<file path="src/rtl/aes128_package.sv">
// Shared AES datapath definitions: masking helpers, randomness-source FSM states
// and the xorshift32 step used by both the lanes and the bench model.
package aes128_package;

  typedef enum logic [1:0] {
    RS_SEED,
    RS_WARMUP,
    RS_RUN
  } rand_state_t;

  // Number of share pairs, i.e. fresh-mask bits one HPC3 gadget consumes per input.
  function automatic int num_quad(input int num_shares);
    return (num_shares * (num_shares - 1)) / 2;
  endfunction

  function automatic int rand_lanes(input int num_shares, input int num_muls);
    return ((2 * num_muls * num_quad(num_shares)) + 31) / 32;
  endfunction

  function automatic logic [31:0] xorshift32_step(input logic [31:0] x);
    logic [31:0] y;
    y = x ^ (x << 13);
    y = y ^ (y >> 17);
    y = y ^ (y << 5);
    return y;
  endfunction

endpackage

</file>
<file path="src/rtl/masked_mul_rand_source_lane.sv">
// One xorshift32 lane: loadable 32-bit state that advances one step when asked.
module xorshift32_lane
  import aes128_package::*;
(
  input  logic        in_clock,
  input  logic        in_reset,
  input  logic        in_load,
  input  logic [31:0] in_seed,
  input  logic        in_step,
  output logic [31:0] out_state
);

  logic [31:0] state_q;

  // A zero seed would lock xorshift at zero forever, so it is replaced by 1.
  always_ff @(posedge in_clock) begin
    if (in_reset) begin
      state_q <= '0;
    end else if (in_load) begin
      state_q <= (in_seed == 32'h0) ? 32'h1 : in_seed;
    end else if (in_step) begin
      state_q <= xorshift32_step(state_q);
    end
  end

  assign out_state = state_q;

endmodule

</file>
<file path="src/rtl/masked_mul_rand_source.sv">
// Seedable xorshift32 bank feeding r/p fresh masks of parallel HPC3 multipliers.
// Masks are taken directly from lane registers; the FSM only gates load/step.
module masked_mul_rand_source
  import aes128_package::*;
#(
  parameter int NUM_SHARES    = 2,
  parameter int NUM_MULS      = 1,
  parameter int WARMUP_CYCLES = 4,
  localparam int NQ        = num_quad(NUM_SHARES),
  localparam int OUT_BITS  = 2 * NUM_MULS * NQ,
  localparam int NUM_LANES = rand_lanes(NUM_SHARES, NUM_MULS)
) (
  input  logic                             in_clock,
  input  logic                             in_reset,
  input  logic [31:0]                      in_seed,
  input  logic                             in_seed_valid,
  output logic                             out_seed_ready,
  input  logic                             in_reseed,
  input  logic                             in_enable,
  output logic [NUM_MULS-1:0][NQ-1:0]      out_r,
  output logic [NUM_MULS-1:0][NQ-1:0]      out_p,
  output logic                             out_valid
);

  localparam int CNT_W  = (NUM_LANES > 1) ? $clog2(NUM_LANES) : 1;
  localparam int WCNT_W = (WARMUP_CYCLES > 0) ? $clog2(WARMUP_CYCLES + 1) : 1;

  rand_state_t        state_q, state_d;
  logic [CNT_W-1:0]   cnt_q, cnt_d;
  logic [WCNT_W-1:0]  wcnt_q, wcnt_d;
  logic               seed_accept;
  logic               lane_step;
  logic [NUM_LANES-1:0]    lane_load;
  logic [32*NUM_LANES-1:0] bits;
  logic                    unused_bits;

  always_ff @(posedge in_clock) begin
    if (in_reset) begin
      state_q <= RS_SEED;
      cnt_q   <= '0;
      wcnt_q  <= '0;
    end else begin
      state_q <= state_d;
      cnt_q   <= cnt_d;
      wcnt_q  <= wcnt_d;
    end
  end

  // Reseed wins over enable so a reseed request never consumes a step.
  always_comb begin
    state_d     = state_q;
    cnt_d       = cnt_q;
    wcnt_d      = wcnt_q;
    seed_accept = 1'b0;
    lane_step   = 1'b0;
    case (state_q)
      RS_SEED: begin
        if (in_seed_valid) begin
          seed_accept = 1'b1;
          cnt_d       = cnt_q + CNT_W'(1);
          if (cnt_q == CNT_W'(NUM_LANES - 1)) begin
            cnt_d = '0;
            if (WARMUP_CYCLES == 0) begin
              state_d = RS_RUN;
            end else begin
              state_d = RS_WARMUP;
              wcnt_d  = WCNT_W'(WARMUP_CYCLES);
            end
          end
        end
      end
      RS_WARMUP: begin
        lane_step = 1'b1;
        wcnt_d    = wcnt_q - WCNT_W'(1);
        if (wcnt_q == WCNT_W'(1)) begin
          state_d = RS_RUN;
        end
      end
      RS_RUN: begin
        if (in_reseed) begin
          state_d = RS_SEED;
          cnt_d   = '0;
        end else begin
          lane_step = in_enable;
        end
      end
      default: begin
        state_d = RS_SEED;
        cnt_d   = '0;
        wcnt_d  = '0;
      end
    endcase
  end

  for (genvar i = 0; i < NUM_LANES; i++) begin : g_lane
    assign lane_load[i] = seed_accept && (cnt_q == CNT_W'(i));

    xorshift32_lane u_lane (
      .in_clock  (in_clock),
      .in_reset  (in_reset),
      .in_load   (lane_load[i]),
      .in_seed   (in_seed),
      .in_step   (lane_step),
      .out_state (bits[32*i +: 32])
    );
  end

  assign out_r          = bits[NUM_MULS*NQ-1:0];
  assign out_p          = bits[OUT_BITS-1:NUM_MULS*NQ];
  assign out_valid      = (state_q == RS_RUN);
  assign out_seed_ready = (state_q == RS_SEED);

  // High bits of the top lane keep stepping but never reach a mask input.
  assign unused_bits = ^bits;

endmodule

</file>
<file path="config.mk">
export PLATFORM = sky130hd
export DESIGN_NAME = masked_mul_rand_source
export DESIGN_NICKNAME = d
export VERILOG_FILES = /design/src/rtl/aes128_package.sv /design/src/rtl/masked_mul_rand_source_lane.sv /design/src/rtl/masked_mul_rand_source.sv
export SDC_FILE = /design/constraint.sdc
export NUM_CORES = 1
export LEC_CHECK = 0
export ABC_AREA = 1
export CORE_AREA = 10 10 101 103
export CTS_BUF_LIST = sky130_fd_sc_hd__clkbuf_8 sky130_fd_sc_hd__clkbuf_16
export DETAILED_ROUTE_END_ITERATION = 10
export DIE_AREA = 0 0 111 113
export SYNTH_ARGS = -nofsm -noshare
export SYNTH_HDL_FRONTEND = slang
export SYNTH_HIERARCHICAL = 1
export SYNTH_SLANG_ARGS = --single-unit
</file>
<file path="constraint.sdc">
create_clock -name in_clock -period 2.3 [get_ports in_clock]
set_input_delay 0.23 -clock in_clock [delete_from_list [all_inputs] [get_ports in_clock]]
set_output_delay 0.23 -clock in_clock [all_outputs]
set_load 0.005 [all_outputs]
</file>
; ---- Yosys cells after proc, flatten, opt, wreduce, memory -nomap -nowiden
; Index checks and enable logic that the tools add are counted.
[totals]
reg_bits = 38
input_bits = 37
out_inout_bits = 4
wordCells = 45
[classes]
n_addsub = 2
eq_ne = 7
mux = 19
n_bitwise = 6
n_reduce_logical = 7
[ops]
columns = operator, count
row1 = $mux 32, 3
row2 = $xor 32x32->32, 2
row3 = $logic_not 32->1, 1
row4 = $xor 32x15->32, 1
row5 = $pmux 3 s3, 1
row6 = $mux 2, 4
row7 = $ne 2x2->1 const B, 4
row8 = $mux 1, 6
row9 = $mux 3, 2
row10 = $pmux 2 s3, 1
row11 = $reduce_and 3->1, 2
row12 = $reduce_and 4->1, 1
row13 = $eq 3x1->1 const B, 1
row14 = $not 1->1, 3
row15 = $pmux 1 s3, 1
row16 = $sub 3x1->3 const B, 1
row17 = $eq 2x1->1 const B, 1
row18 = $eq 2x2->1 const B, 1
row19 = $logic_not 2->1, 1
row20 = $pmux 1 s2, 1
row21 = $reduce_bool 2->1, 1
row22 = $add 1x1->1 const B, 1
row23 = $logic_and 1x1->1, 1

; ---- Logic depth before layout (Yosys ltp)
; Gate-level depths: netlist of the first run.
[logic_depth]
depth_word = 5
depth_mapped = 11
mapped_depth_nobuf = 11

; ---- By module
; The synthesis of the first run kept the hierarchy.
[modules_own_cells]
columns = module, n_inst, cells_per_inst, area_per_inst_um2, seq_area_each_um2
row1 = xorshift32_lane, 1, 431, 2414.8, 640.6
row2 = masked_mul_rand_source, 1, 61, 404.1, 100.1

; ---- Worst setup path after synthesis of the first run
; OpenSTA, ideal clock, no wires.
[synth_path]
path_type = reg2reg
from = register state_q[0]
to = register g_lane[0].u_lane.state_q[16]
setup_time_ns = 0.056
arrival_time_ns = 1.724
t_required_ns = 2.244
slack_ns = 0.521
stages_incl_launch_ff = 11
n_path_buf = 1
period_less_slack_ns = 1.779
path_cell_list = dfxtp_1 -> inv_1 -> ha_1 -> a21boi_0 -> inv_2 -> nor2_4 -> buf_4 -> nand3_1 -> nand3_1 -> nand2_1 -> inv_1
[synth_via]
word_cells_on_any_way = 8
classes_between = eq/ne: 2 / mux: 3 / reduce/logical: 3
[synth_lines]
columns = element, line
row1 = from (decl), masked_mul_rand_source.sv:28  ; rand_state_t state_q, state_d;
row2 = from (signal assigned), masked_mul_rand_source.sv:43  ; state_q <= state_d;
row3 = $eq 2x2->1 or $eq 2x1->1 (tied branches), masked_mul_rand_source.sv:56  ; case (state_q)
row4 = $pmux 1 s2 *, masked_mul_rand_source.sv:56
row5 = via lane_step, masked_mul_rand_source.sv:32  ; logic lane_step;
row6 = $reduce_bool 2->1 (no source line) *, n/a
row7 = to (signal assigned), masked_mul_rand_source_lane.sv:20  ; state_q <= (in_seed == 32'h0) ? 32'h1 : in_seed;
row8 = to (signal assigned), masked_mul_rand_source_lane.sv:22  ; state_q <= xorshift32_step(state_q);
row9 = to (decl), masked_mul_rand_source_lane.sv:13  ; logic [31:0] state_q;
; The timed path passes the listed nets; every way through them passes the cells marked *.
; A chain may end at the register's enable or synchronous reset.

; ---- Worst setup path after layout of the first run
[layout_path]
from = register state_q[0]
to = register g_lane[0].u_lane.state_q[31]
[layout_via]
elab_chain_cells = 4
word_cells_on_any_way = 8
classes_between = eq/ne: 2 / mux: 3 / reduce/logical: 3
[layout_rtl]
columns = element, line
row1 = $logic_not 2->1 *, masked_mul_rand_source.sv:56
row2 = $mux 1 *, masked_mul_rand_source.sv:56
row3 = $logic_and 1x1->1 *, masked_mul_rand_source.sv:96  ; assign lane_load[i] = seed_accept && (cnt_q == CNT_W'(i));
row4 = via lane_load, masked_mul_rand_source.sv:33  ; logic [NUM_LANES-1:0] lane_load;
row5 = $mux 32 or $reduce_bool 2->1 (tied branches), n/a
; Marks and branches as above.

==> results of run 1 <==
-- sequential cells by signal, indices dropped and copies added, names as in the netlist --
signal,flops
wcnt_q,3
g_lane.u_lane/out_state,32
state_q,2
-- what timing repair did --
action / CTS / global route
setup endpoints to repair: 0 / 8
resized for setup: 0 / 0
buffers inserted: 0 / 3
-- worst reg2reg max path, cell delays in order (launching register included) --
cell and delay [ps]:
sky130_fd_sc_hd__dfxtp_1 380, sky130_fd_sc_hd__inv_1 100, sky130_fd_sc_hd__ha_1 260, sky130_fd_sc_hd__nand2_1 90, sky130_fd_sc_hd__inv_1 100, sky130_fd_sc_hd__buf_4 200
sky130_fd_sc_hd__nor2_4 100, sky130_fd_sc_hd__buf_4 310, sky130_fd_sc_hd__o21ai_0 180, sky130_fd_sc_hd__a21oi_1 150, sky130_fd_sc_hd__nor3_1 60
-- cell type report --
class | instances | area (sq um)
clock inverter | 3 | 13.76
inverter | 78 | 292.8
sequential | 37 | 740.7
timing repair buffer | 49 | 467.9
fill | 868 | 4710
clock buffer | 5 | 68.82
tap | 105 | 131.4
multi-input combinational | 366 | 1709
-- layout by cell type, fill, tap and decap left out, drive strengths merged --
cell / synthesis / final
nand3: 49 / 49
buf: 8 / 9
a211oi: 4 / 4
nand2: 181 / 181
a22oi: 4 / 4
clkdlybuf4s50: 0 / 40
clkinv: 1 / 3
nor3: 5 / 5
inv: 77 / 78
clkbuf: 3 / 5
nor2: 52 / 52
ha: 7 / 7
a311oi: 7 / 7
xnor2: 6 / 6
nand3b: 1 / 1
o21ai: 30 / 30
dfxtp: 37 / 37
a31oi: 1 / 1
xor2: 2 / 2
a21oi: 16 / 16
a21boi: 1 / 1
-- logic make-up (layout without fill, tap and decap cells) --
family / Yosys count / count (layout)
AOI/OAI and AO/OA: 63 / 63
xor gates and xnor gates: 8 / 8
adders and majority gates: 7 / 7
buffers and inverters: 89 / 135
DFF: 37 / 37
and+or+nand+nor: 288 / 288
-- power breakdown --
group / leakage [nW] / internal (mW) / switching, mW
clock network: 0.0491 / 0.206 / 0.249
registers: 0.306 / 0.917 / 0.302
logic: 1.33 / 1.10 / 1.93
-- layer usage --
layer / global-route usage / part of all wire / vias up
met1: 0.1792 / 0.49 / 1387
met3: 0.02958 / 0.046 / 6
met2: 0.2252 / 0.46 / 78
li1: - / - / 1630
met4: 0.02778 / 0.0084 / 0
met5: 0 / 0 / -
-- how the worst max path moves through the flow --
stage / from / end / slack [ps]
floorplan: state_q[0] / g_lane[0].u_lane/out_state[16] / 520
global placement: in_reseed / g_lane[0].u_lane/out_state[21] / 260
detailed placement: in_reseed / g_lane[0].u_lane/out_state[29] / 190
CTS: state_q[0] / g_lane[0].u_lane/out_state[23] / 190
global route: state_q[0] / g_lane[0].u_lane/out_state[30] / 90
finish: state_q[0] / g_lane[0].u_lane/out_state[31] / 260
==> metrics.txt, run 1 <==
# TYPE chip_impl_metric gauge
chip_impl_metric{name="setup-tns-final",unit="ps"} 0
chip_impl_info{name="worstReg2RegEnd",value="g_lane[0].u_lane/out_state[31]"} 1
chip_impl_metric{name="syn_avg_cell_area",unit="sq um"} 5.730
chip_impl_metric{name="worst_hold_path.num_cells",unit=""} 2
chip_impl_metric{name="routed_wire_length_per_instance",unit="um"} 13.65
chip_impl_metric{name="fp.dieH",unit="um"} 113
chip_impl_info{name="yosysMostFrequentCell",value="sky130_fd_sc_hd__nand2_1"} 1
chip_impl_metric{name="setup_violations",unit=""} 0
chip_impl_info{name="synthTopCellsByCount",value="176 x sky130_fd_sc_hd__nand2_1, 71 x sky130_fd_sc_hd__inv_1, 49 x sky130_fd_sc_hd__nand3_1, 49 x sky130_fd_sc_hd__nor2_1, 37 x sky130_fd_sc_hd__dfxtp_1"} 1
chip_impl_info{name="clock_tree_from_tritoncts",value="built"} 1
chip_impl_metric{name="finalPower",unit="mW"} 4.704
chip_impl_metric{name="grt_max_degree",unit=""} 29
chip_impl_metric{name="finish.utilization",unit=""} 0.4210
chip_impl_metric{name="global_route.overflow_total",unit=""} 0
chip_impl_metric{name="leakagePower",unit="nW"} 1.688
chip_impl_metric{name="clock_sink_count",unit=""} 37
chip_impl_metric{name="final_critical_path_setup_slack",unit="ps"} 264.7
chip_impl_metric{name="rows",unit=""} 33
chip_impl_metric{name="cp_num_cells",unit=""} 10
chip_impl_metric{name="grt_first_pass_wirelength",unit="um"} 14400
chip_impl_metric{name="r2r_slack",unit="ps"} 260
chip_impl_metric{name="xor_xnor_portion_of_the_synthesized_cell_area",unit=""} 0.02486
chip_impl_info{name="dominantRegCellSynth",value="sky130_fd_sc_hd__dfxtp_1"} 1
chip_impl_metric{name="worst_ep_arrival_time",unit="ps"} 2210
chip_impl_info{name="dominant_combinational_cell_family_by_area_after_synthesis",value="simple AND/OR/NAND/NOR gates"} 1
chip_impl_info{name="hold_path.startpoint",value="wcnt_q[1]"} 1
chip_impl_metric{name="antenna_found_initial",unit=""} 0
chip_impl_metric{name="synth-compound-area-share",unit=""} 0.1309
chip_impl_metric{name="critical_path_buf_inv_count",unit=""} 4
chip_impl_metric{name="n_antenna_cell",unit=""} 0
chip_impl_info{name="hold_end",value="wcnt_q[1]"} 1
chip_impl_info{name="synthDominantAreaCellType",value="sky130_fd_sc_hd__dfxtp_1"} 1
chip_impl_metric{name="area_of_the_mapped_netlist",unit="sq um"} 2819
chip_impl_info{name="start_kind",value="register"} 1
chip_impl_metric{name="post_synthesis_sequential_area_ratio",unit=""} 0.2628
chip_impl_metric{name="pre_cts_slack",unit="ps"} 189.9
chip_impl_metric{name="globalRouteTotalUtil",unit=""} 0.1368
chip_impl_metric{name="yosysTopAreaCellShare",unit=""} 0.2628
chip_impl_metric{name="max_cap_violations",unit=""} 0
chip_impl_info{name="synthTopCellsByArea",value="sky130_fd_sc_hd__dfxtp_1 26%, sky130_fd_sc_hd__nand2_1 23%, sky130_fd_sc_hd__inv_1 9.5%, sky130_fd_sc_hd__nand3_1 8.7%, sky130_fd_sc_hd__nor2_1 6.5%"} 1
chip_impl_metric{name="holdBufCountCts",unit=""} 0
chip_impl_metric{name="post_synth_mux_area_share",unit=""} 0
chip_impl_metric{name="areaGrowthSynthToFinish",unit="%"} 21.48
chip_impl_metric{name="power_per_cell_area",unit="nW/um^2"} 1374
chip_impl_metric{name="max_slew.worst_pin.slew",unit="ps"} 354.6
chip_impl_metric{name="port-buffer-count",unit=""} 40
chip_impl_metric{name="num_vias",unit=""} 3101
chip_impl_metric{name="part_of_the_cycle_the_worst_path_needs",unit=""} 0.8849
chip_impl_metric{name="ys_warn_count",unit=""} 6
chip_impl_metric{name="hpwl",unit="um"} 6854
chip_impl_metric{name="worstPathRequired",unit="ps"} 2480
chip_impl_metric{name="hold_ws",unit="ps"} 521.7
chip_impl_info{name="rsz0062_at_grt",value="no"} 1
chip_impl_info{name="worst_setup_path_class",value="register to register"} 1
chip_impl_metric{name="dpl.cell_count",unit=""} 632
chip_impl_metric{name="path_clk_slew",unit="ps"} 80
chip_impl_info{name="critPathSlowestCell",value="sky130_fd_sc_hd__dfxtp_1"} 1
chip_impl_metric{name="setup_clock_skew_after_layout",unit="ps"} 7.526
chip_impl_info{name="hold_class",value="register to register"} 1
chip_impl_metric{name="number_of_distinct_library_cells_after_synthesis",unit=""} 29
chip_impl_metric{name="synth_edf_count",unit=""} 0
chip_impl_metric{name="ir_worst_vdd",unit="V"} 0.0004133
chip_impl_metric{name="synth_seq_cells",unit=""} 37
chip_impl_info{name="regToRegStartpoint",value="state_q[0]"} 1
chip_impl_metric{name="ctsHtreeMaxLevel",unit=""} 2
chip_impl_metric{name="die_width",unit="um"} 111
chip_impl_info{name="cts_root_buffer",value="sky130_fd_sc_hd__clkbuf_8"} 1
chip_impl_metric{name="synthesis.nets",unit=""} 536
chip_impl_metric{name="tritoncts.num_buffers",unit=""} 5
chip_impl_metric{name="final_hold_vio_count",unit=""} 0
chip_impl_metric{name="maxSlewViolCount",unit=""} 0
chip_impl_metric{name="drive_above_1_share",unit=""} 0.05762
chip_impl_metric{name="clock_tree.buffer_depth",unit=""} 2
chip_impl_metric{name="slew_headroom",unit=""} 0.7632
chip_impl_metric{name="final_antenna_net_count",unit=""} 0
chip_impl_metric{name="detail_route.wirelength",unit="um"} 8779
chip_impl_metric{name="syn-instance-count",unit=""} 492
chip_impl_metric{name="post-route-cell-area",unit="sq um"} 3425
chip_impl_metric{name="critical_path_peak_fanout",unit=""} 28
chip_impl_metric{name="gp_routability_congestion",unit=""} 0.8686
chip_impl_info{name="largest_delay_contributor_family_on_the_critical_path",value="buffers and inverters"} 1
chip_impl_metric{name="via_per_inst",unit=""} 4.823
chip_impl_metric{name="nNetsFinal",unit=""} 581
chip_impl_info{name="outcome",value="completed"} 1
chip_impl_metric{name="reg2reg_depth",unit=""} 10
chip_impl_metric{name="boundaryPins",unit=""} 41
chip_impl_metric{name="postPlaceCellArea",unit="sq um"} 3319
chip_impl_metric{name="asyncSetResetFlopFracSynth",unit=""} 0
chip_impl_metric{name="worst_path_largest_cell_delay",unit="ps"} 380
chip_impl_metric{name="worstSkewPairLatency",unit="ps"} 290
chip_impl_metric{name="synth-adder-area-share",unit=""} 0.03107
chip_impl_metric{name="fp.dieArea",unit="sq um"} 12540
chip_impl_metric{name="drt_drc_violations_left",unit=""} 0
chip_impl_metric{name="minimum_period_implied_by_the_final_worst_setup_slack",unit="ps"} 2035
chip_impl_metric{name="initial_util",unit=""} 0.3466
chip_impl_metric{name="synth_simple_gate_area_frac",unit=""} 0.4194
chip_impl_metric{name="final-instance-count-excl-fill",unit=""} 643
chip_impl_info{name="critPathCaptureType",value="register"} 1
chip_impl_metric{name="core_area",unit="sq um"} 8134
chip_impl_metric{name="fmax",unit="MHz"} 491.3
chip_impl_metric{name="drt-pass1-iter-count",unit=""} 5
chip_impl_metric{name="dr.first_iter.drc_count",unit=""} 267
chip_impl_info{name="crit_path_cell_trace",value="inv_1 -> ha_1 -> nand2_1 -> inv_1 -> buf_4 -> nor2_4 -> buf_4 -> o21ai_0 -> a21oi_1 -> nor3_1"} 1
chip_impl_metric{name="first_global_vias",unit=""} 2940
No activity file was read; power rests on OpenSTA's default activity.
==> run 2, diff against run 1 <==
ABC_AREA = default   (was 1)
CTS_CLUSTER_SIZE = 28   (was default)
==> run 2 against run 1 <==
Effect of this change:
- first-iteration DRC count fell by 67%
- global-route usage fell by 2.1 points
- largest power group unchanged
- final area fell by 1.1%
- area after synthesis fell by 1.1%
- die area did not move
- fmax rose by 6.7%
- register-to-register slack improved by 130 ps
- combinational power fell by 17%
- sequential power fell by 7%
- sequential cell count did not move
- non-clock buffer count rose by 2
- cell count fell by 33%
==> metrics.txt, run 2 <==
# TYPE chip_impl_metric gauge
chip_impl_metric{name="die_width",unit="um"} 111
chip_impl_info{name="largest_delay_contributor_family_on_the_critical_path",value="buffers and inverters"} 1
chip_impl_metric{name="gp_routability_congestion",unit=""} 0.8038
chip_impl_metric{name="part_of_the_cycle_the_worst_path_needs",unit=""} 0.8293
chip_impl_metric{name="fmax",unit="MHz"} 524.3
chip_impl_info{name="synthTopCellsByCount",value="41 x sky130_fd_sc_hd__nor2_1, 37 x sky130_fd_sc_hd__dfxtp_1, 27 x sky130_fd_sc_hd__xnor2_1"} 1
chip_impl_metric{name="hpwl",unit="um"} 5735
chip_impl_metric{name="ff_latch_area",unit="sq um"} 740.7
chip_impl_metric{name="yosysTopAreaCellShare",unit=""} 0.2657
chip_impl_metric{name="r2r_slack",unit="ps"} 390
chip_impl_metric{name="cts.repair_timing.setup_buffer_count",unit=""} 0
chip_impl_metric{name="power_per_cell_area",unit="nW/um^2"} 1215
chip_impl_info{name="mostFrequentLayoutCell",value="sky130_fd_sc_hd__nor2_1"} 1
chip_impl_info{name="cts_root_buffer",value="sky130_fd_sc_hd__clkbuf_8"} 1
chip_impl_metric{name="dpl.cell_count",unit=""} 421
chip_impl_info{name="start_kind",value="register"} 1
chip_impl_metric{name="first_global_vias",unit=""} 2260
chip_impl_metric{name="initial_util",unit=""} 0.3427
chip_impl_info{name="regToRegStartpoint",value="state_q[0]"} 1
chip_impl_metric{name="reg2reg_depth",unit=""} 9
chip_impl_metric{name="boundaryPins",unit=""} 41
chip_impl_metric{name="syn_avg_cell_area",unit="sq um"} 9.781
chip_impl_metric{name="synthesis.nets",unit=""} 329
chip_impl_metric{name="setup-tns-final",unit="ps"} 0
chip_impl_metric{name="setup_clock_skew_after_layout",unit="ps"} 14.62
chip_impl_info{name="worstReg2RegEnd",value="g_lane[0].u_lane/out_state[15]"} 1
chip_impl_info{name="rsz0062_at_grt",value="no"} 1
chip_impl_info{name="clock_tree_from_tritoncts",value="built"} 1
chip_impl_metric{name="drive_above_1_share",unit=""} 0.08951
chip_impl_metric{name="ctsHtreeMaxLevel",unit=""} 2
chip_impl_metric{name="worst_path_largest_cell_delay",unit="ps"} 340
chip_impl_metric{name="slew_headroom",unit=""} 0.4994
chip_impl_metric{name="rows",unit=""} 33
chip_impl_metric{name="syn-instance-count",unit=""} 285
chip_impl_metric{name="area_of_the_mapped_netlist",unit="sq um"} 2788
chip_impl_info{name="yosysMostFrequentCell",value="sky130_fd_sc_hd__nor2_1"} 1
chip_impl_metric{name="ctsResizeCount",unit=""} 0
chip_impl_metric{name="globalRouteTotalUtil",unit=""} 0.1155
chip_impl_metric{name="clock_sink_count",unit=""} 37
chip_impl_metric{name="ir_worst_vdd",unit="V"} 0.0004956
chip_impl_metric{name="port-buffer-count",unit=""} 40
chip_impl_metric{name="post_synthesis_sequential_area_ratio",unit=""} 0.2657
chip_impl_metric{name="global_route.overflow_total",unit=""} 0
chip_impl_info{name="synthTopCellsByArea",value="sky130_fd_sc_hd__dfxtp_1 27%, sky130_fd_sc_hd__xnor3_1 13%, sky130_fd_sc_hd__xnor2_1 8.5%, sky130_fd_sc_hd__xor3_1 6.0%, sky130_fd_sc_hd__nor2_1 5.5%"} 1
chip_impl_metric{name="asyncSetResetFlopFracSynth",unit=""} 0
chip_impl_info{name="critPathCaptureType",value="register"} 1
chip_impl_metric{name="areaGrowthSynthToFinish",unit="%"} 21.54
chip_impl_info{name="outcome",value="completed"} 1
chip_impl_metric{name="worst_ep_arrival_time",unit="ps"} 2130
chip_impl_metric{name="n_antenna_cell",unit=""} 0
chip_impl_metric{name="nNetsFinal",unit=""} 367
chip_impl_metric{name="footprint_of_the_multi_input_gates",unit="sq um"} 1906
chip_impl_metric{name="critical_path_peak_fanout",unit=""} 22
chip_impl_metric{name="number_of_distinct_library_cells_after_synthesis",unit=""} 44
chip_impl_metric{name="drt-pass1-iter-count",unit=""} 4
chip_impl_info{name="hold_end",value="wcnt_q[1]"} 1
chip_impl_metric{name="path_clk_slew",unit="ps"} 90
chip_impl_metric{name="worst_hold_path.num_cells",unit=""} 2
chip_impl_metric{name="fp.dieArea",unit="sq um"} 12540
chip_impl_metric{name="tritoncts.num_buffers",unit=""} 5
chip_impl_metric{name="holdBufCountCts",unit=""} 0
chip_impl_metric{name="post-route-cell-area",unit="sq um"} 3388
chip_impl_metric{name="fp.dieH",unit="um"} 113
chip_impl_info{name="crit_path_cell_trace",value="inv_1 -> ha_1 -> a31oi_1 -> nor2b_2 -> buf_4 -> nand2b_1 -> mux2i_1 -> xnor2_1 -> a211oi_1"} 1
chip_impl_metric{name="clock_tree.buffer_depth",unit=""} 2
chip_impl_metric{name="detail_route.wirelength",unit="um"} 7219
chip_impl_metric{name="synth_edf_count",unit=""} 0
chip_impl_metric{name="pre_cts_slack",unit="ps"} 380.5
chip_impl_metric{name="grt_max_degree",unit=""} 26
chip_impl_metric{name="antenna_found_initial",unit=""} 0
chip_impl_metric{name="postPlaceCellArea",unit="sq um"} 3302
chip_impl_metric{name="max_slew.worst_pin.slew",unit="ps"} 748.5
chip_impl_metric{name="number_of_flip_flops_under_the_largest_register_name",unit=""} 32
chip_impl_info{name="synthDominantAreaCellType",value="sky130_fd_sc_hd__dfxtp_1"} 1
chip_impl_info{name="critPathSlowestCell",value="sky130_fd_sc_hd__dfxtp_1"} 1
chip_impl_info{name="layout_common_cells",value="41 x sky130_fd_sc_hd__nor2_1, 40 x sky130_fd_sc_hd__clkdlybuf4s50_1, 37 x sky130_fd_sc_hd__dfxtp_1, 27 x sky130_fd_sc_hd__xnor2_1, 20 x sky130_fd_sc_hd__a211oi_1"} 1
chip_impl_info{name="dominantRegCellSynth",value="sky130_fd_sc_hd__dfxtp_1"} 1
chip_impl_metric{name="drt_drc_violations_left",unit=""} 0
chip_impl_metric{name="via_per_inst",unit=""} 4.963
chip_impl_metric{name="max_cap_violations",unit=""} 0
chip_impl_info{name="hold_path.startpoint",value="wcnt_q[1]"} 1
chip_impl_info{name="hold_class",value="register to register"} 1
chip_impl_metric{name="core_area",unit="sq um"} 8134
chip_impl_metric{name="worstSkewPairLatency",unit="ps"} 300
chip_impl_info{name="worst_setup_path_class",value="register to register"} 1
chip_impl_metric{name="synth_seq_cells",unit=""} 37
chip_impl_metric{name="ys_warn_count",unit=""} 6
chip_impl_metric{name="num-fill-cells",unit=""} 805
chip_impl_metric{name="leakagePower",unit="nW"} 1.305
chip_impl_metric{name="final-instance-count-excl-fill",unit=""} 429
chip_impl_metric{name="routed_wire_length_per_instance",unit="um"} 16.83
chip_impl_metric{name="final_critical_path_setup_slack",unit="ps"} 392.7
chip_impl_metric{name="grt_first_pass_wirelength",unit="um"} 11890
chip_impl_metric{name="final_antenna_net_count",unit=""} 0
chip_impl_metric{name="setup_violations",unit=""} 0
chip_impl_metric{name="worstPathRequired",unit="ps"} 2520
chip_impl_metric{name="maxSlewViolCount",unit=""} 0
chip_impl_metric{name="dr.first_iter.drc_count",unit=""} 88
chip_impl_metric{name="critical_path_buf_inv_count",unit=""} 2
chip_impl_metric{name="cp_num_cells",unit=""} 9
chip_impl_metric{name="minimum_period_implied_by_the_final_worst_setup_slack",unit="ps"} 1907
chip_impl_metric{name="final_hold_vio_count",unit=""} 0
chip_impl_metric{name="num_vias",unit=""} 2129
[run 2: changes by cell type in the layout (fill, tap and decap cells not counted), moves of 21 or more]
cell / previous run / this run
sky130_fd_sc_hd__o21ai_0: 28 / 3
sky130_fd_sc_hd__inv_1: 72 / 10
sky130_fd_sc_hd__nand2_1: 176 / 11
sky130_fd_sc_hd__nand3_1: 49 / 0
sky130_fd_sc_hd__xnor2_1: 6 / 27
[run 2: worst max-delay path by stage]
stage	endpoint	slack [ps]	from
2_1_floorplan	g_lane[0].u_lane/out_state[4]	400	state_q[0]
3_3_place_gp	g_lane[0].u_lane/out_state[15]	410	in_reseed
3_5_place_dp	g_lane[0].u_lane/out_state[15]	380	state_q[0]
4_1_cts	g_lane[0].u_lane/out_state[15]	380	state_q[0]
5_1_grt	g_lane[0].u_lane/out_state[16]	220	state_q[0]
6_report	g_lane[0].u_lane/out_state[15]	390	state_q[0]
[run 2: logic make-up (layout without fill, tap and decap cells)]
family	Yosys count	in the layout	share of synthesized area
buffers and inverters	31	70	0.05161
XOR/XNOR	61	61	0.3137
AO/OA/AOI/OAI	57	57	0.1598
AND/OR/NAND/NOR	87	87	0.1598
adder cells (fa/ha/maj)	7	7	0.03142
flip-flops	37	37	0.2657
multiplexers	5	5	0.01795
[run 2: metrics by stage]
step | total power, mW | hold slack, ps | util
floorplan | 3.114 | 299.1 | -
global placement | 3.636 | 463.7 | 0.4059
detailed placement | 3.664 | 482.0 | 0.4059
CTS | 4.140 | 493.0 | 0.4166
global route | 4.426 | 512.7 | 0.4166
finish | 4.115 | 487.8 | 0.4166
[run 2: area by class of cell]
class                   count  share of cell area
clock buffers               5             0.02031
clock inverters             3            0.005170
inverters                  11             0.01219
multi-input cells         217              0.5624
flip-flops and latches     37              0.2186
well taps                 105             0.03877
repair buffers             51              0.1425
[run 2: report_power, final]
group	switching (mW)	leakage, nW	internal (mW)
clock	0.261	0.0439	0.210
sequential	0.296	0.306	0.847
combinational	1.05	0.955	1.45
total	1.61	1.31	2.51
[run 2: metal layers]
layer	GRT usage	vias to the layer above	wire, um
met5	0	-	0
met4	0.02604	0	65
met3	0.02324	6	234
met2	0.1895	32	3412
met1	0.1522	1011	3506
li1	-	1080	-
[run 2: tightest hold or removal path, stage by stage (launching register included)]
cell and delay [ps]:
sky130_fd_sc_hd__dfxtp_1 320, sky130_fd_sc_hd__o21ai_0 70, sky130_fd_sc_hd__a21oi_1 60
==> run 3, diff against run 2 <==
clock period = 1.61 ns   (was 2.3 ns; I/O delays follow)
==> run 3 against run 2 <==
Effect of this change:
- register-to-register slack lost 550 ps
- largest cell class unchanged
- sequential cell count is the same
- critical path type unchanged
- critical path depth is the same
- the run now ends with setup timing left
- die area is the same
- cell count grew 9.8%
==> metrics.txt, run 3 (same netlist as run 2, synthesis figures left out) <==
# TYPE chip_impl_metric gauge
chip_impl_info{name="mostFrequentLayoutCell",value="sky130_fd_sc_hd__buf_4"} 1
chip_impl_metric{name="via_per_inst",unit=""} 4.987
chip_impl_info{name="critPathCaptureType",value="register"} 1
chip_impl_info{name="critPathSlowestCell",value="sky130_fd_sc_hd__dfxtp_4"} 1
chip_impl_metric{name="detail_route.wirelength",unit="um"} 8087
chip_impl_metric{name="drt-pass1-iter-count",unit=""} 4
chip_impl_metric{name="ir_worst_vdd",unit="V"} 0.0005467
chip_impl_metric{name="postPlaceCellArea",unit="sq um"} 3627
chip_impl_metric{name="clock_tree.buffer_depth",unit=""} 2
chip_impl_metric{name="core_area",unit="sq um"} 8134
chip_impl_metric{name="drt_drc_violations_left",unit=""} 0
chip_impl_metric{name="slew_headroom",unit=""} 0.7620
chip_impl_metric{name="dr.first_iter.drc_count",unit=""} 92
chip_impl_info{name="layout_common_cells",value="41 x sky130_fd_sc_hd__buf_4, 38 x sky130_fd_sc_hd__clkdlybuf4s50_1, 34 x sky130_fd_sc_hd__dfxtp_1, 31 x sky130_fd_sc_hd__nor2_1, 27 x sky130_fd_sc_hd__xnor2_1"} 1
chip_impl_metric{name="initial_util",unit=""} 0.3427
chip_impl_metric{name="max_slew.worst_pin.slew",unit="ps"} 354.5
chip_impl_info{name="clock_tree_from_tritoncts",value="built"} 1
chip_impl_metric{name="nNetsFinal",unit=""} 409
chip_impl_metric{name="maxSlewViolCount",unit=""} 0
chip_impl_metric{name="gp_routability_congestion",unit=""} 0.8702
chip_impl_metric{name="p_comb_frac",unit=""} 0.675
chip_impl_metric{name="rows",unit=""} 33
chip_impl_metric{name="worst_path_largest_cell_delay",unit="ps"} 360
chip_impl_info{name="rsz0062_at_grt",value="yes"} 1
chip_impl_metric{name="part_of_the_cycle_the_worst_path_needs",unit=""} 1.098
chip_impl_metric{name="minimum_period_implied_by_the_final_worst_setup_slack",unit="ps"} 1768
chip_impl_metric{name="setup-tns-final",unit="ps"} -1680
chip_impl_metric{name="leakagePower",unit="nW"} 1.596
chip_impl_metric{name="tritoncts.num_buffers",unit=""} 5
chip_impl_metric{name="p_clk_frac",unit=""} 0.101
chip_impl_metric{name="critical_path_peak_fanout",unit=""} 6
chip_impl_metric{name="critical_path_buf_inv_count",unit=""} 4
chip_impl_metric{name="fmax",unit="MHz"} 565.6
chip_impl_metric{name="r2r_slack",unit="ps"} -160
chip_impl_metric{name="final_critical_path_setup_slack",unit="ps"} -158.0
chip_impl_metric{name="setup_violations",unit=""} 28
chip_impl_metric{name="seq_power_share",unit=""} 0.224
chip_impl_metric{name="p_switching",unit="mW"} 2.684
chip_impl_info{name="start_kind",value="register"} 1
chip_impl_metric{name="max_cap_violations",unit=""} 0
chip_impl_metric{name="finalPower",unit="mW"} 7.093
chip_impl_metric{name="routed_wire_length_per_instance",unit="um"} 17.17
chip_impl_metric{name="fp.dieArea",unit="sq um"} 12540
chip_impl_metric{name="final_antenna_net_count",unit=""} 0
chip_impl_metric{name="grt_max_degree",unit=""} 43
chip_impl_metric{name="internal_power",unit="mW"} 4.409
chip_impl_metric{name="fp.dieH",unit="um"} 113
chip_impl_info{name="outcome",value="complete, but fails checks"} 1
chip_impl_metric{name="worstPathRequired",unit="ps"} 1810
chip_impl_metric{name="final_hold_vio_count",unit=""} 0
chip_impl_metric{name="global_route.overflow_total",unit=""} 0
chip_impl_metric{name="number_of_flip_flops_under_the_largest_register_name",unit=""} 32
chip_impl_info{name="violations",value="setup timing"} 1
chip_impl_metric{name="n_antenna_cell",unit=""} 0
chip_impl_metric{name="finish.utilization",unit=""} 0.4939
chip_impl_metric{name="path_clk_slew",unit="ps"} 80
chip_impl_info{name="crit_path_cell_trace",value="buf_6 -> ha_4 -> a31oi_4 -> nor2b_4 -> buf_4 -> clkbuf_16 -> buf_8 -> a211o_1 -> and3_1"} 1
chip_impl_metric{name="setup_clock_skew_after_layout",unit="ps"} 11.68
chip_impl_metric{name="dpl.cell_count",unit=""} 455
chip_impl_metric{name="areaGrowthSynthToFinish",unit="%"} 44.12
chip_impl_metric{name="drive_above_1_share",unit=""} 0.2814
chip_impl_metric{name="num_vias",unit=""} 2349
chip_impl_metric{name="worstSkewPairLatency",unit="ps"} 300
chip_impl_metric{name="power.switching_fraction",unit=""} 0.3784
chip_impl_info{name="largest_delay_contributor_family_on_the_critical_path",value="buffers and inverters"} 1
chip_impl_info{name="worst_setup_path_class",value="register to register"} 1
chip_impl_metric{name="worst_ep_arrival_time",unit="ps"} 1970
chip_impl_metric{name="die_width",unit="um"} 111
chip_impl_metric{name="power_per_cell_area",unit="nW/um^2"} 1766
chip_impl_metric{name="ctsHtreeMaxLevel",unit=""} 2
chip_impl_info{name="cts_root_buffer",value="sky130_fd_sc_hd__clkbuf_8"} 1
chip_impl_metric{name="first_global_vias",unit=""} 2295
chip_impl_metric{name="hpwl",unit="um"} 6079
chip_impl_metric{name="holdBufCountCts",unit=""} 0
chip_impl_metric{name="globalRouteTotalUtil",unit=""} 0.1246
chip_impl_metric{name="grt_first_pass_wirelength",unit="um"} 12740
chip_impl_metric{name="antenna_found_initial",unit=""} 0
chip_impl_metric{name="boundaryPins",unit=""} 41
chip_impl_metric{name="port-buffer-count",unit=""} 40
chip_impl_info{name="hold_class",value="primary input to register"} 1
chip_impl_metric{name="clock_sink_count",unit=""} 37
chip_impl_metric{name="final-instance-count-excl-fill",unit=""} 471
chip_impl_metric{name="post-route-cell-area",unit="sq um"} 4018
## run 3: final cells by class
class                      count  area (sq um)
clock buffer                   6         82.58
clock inverter                 2         13.76
fill                         732          4116
inverter                      11         51.30
multi-input combinational    217          2078
sequential                    37         749.5
tap                          105         131.4
timing repair buffer          93         910.9
## run 3: worst reg2reg max path, delay by kind of cell, from the launching register on
kind	cells	cell delay [ps]
buffers and inverters	4	530
adders and majority gates	1	160
AOI/OAI and AO/OA	2	420
DFF	1	360
and+or+nand+nor	2	210
## run 3: per-stage QoR
step | worst slack (ps) | hold WS [ps]
floorplan | -14.32 | 230.1
CTS | -88.82 | 455.4
finish | -158.0 | 465.0
global placement | -208.0 | 462.4
detailed placement | -226.0 | 477.0
global route | -231.7 | 494.6
## run 3: what timing repair did
action                                  4_1_cts  5_1_grt
pin swaps                                     6       21
gates resized for setup                      21       28
endpoints found under the setup margin       32       32
setup buffers                                 3        4
gates cloned                                  0        1
## run 3: final timing paths
check	startpoint	to	cells after the start
max reg2reg	state_q[0]	g_lane[0].u_lane/out_state[19]	9
max	state_q[0]	g_lane[0].u_lane/out_state[19]	9
min	in_seed[6]	g_lane[0].u_lane/out_state[6]	3
min reg2reg	wcnt_q[1]	wcnt_q[1]	2
## run 3: per-layer routing
| layer | part of all wire | GRT usage |
|---|---|---|
| met4 | 0.027 | 0.05469 |
| met2 | 0.49 | 0.2032 |
| met1 | 0.45 | 0.1599 |
| met5 | 0 | 0 |
| met3 | 0.025 | 0.01796 |
## run 3: power groups by stage
| stage | sequential [mW] | combinational (mW) | clock [mW] |
|---|---|---|---|
| global placement | 1.58 | 4.17 | 0 |
| floorplan | 1.50 | 2.99 | 0 |
| CTS | 1.58 | 4.44 | 0.739 |
| detailed placement | 1.60 | 4.21 | 0 |
| global route | 1.64 | 5.17 | 0.772 |
| finish | 1.59 | 4.79 | 0.718 |
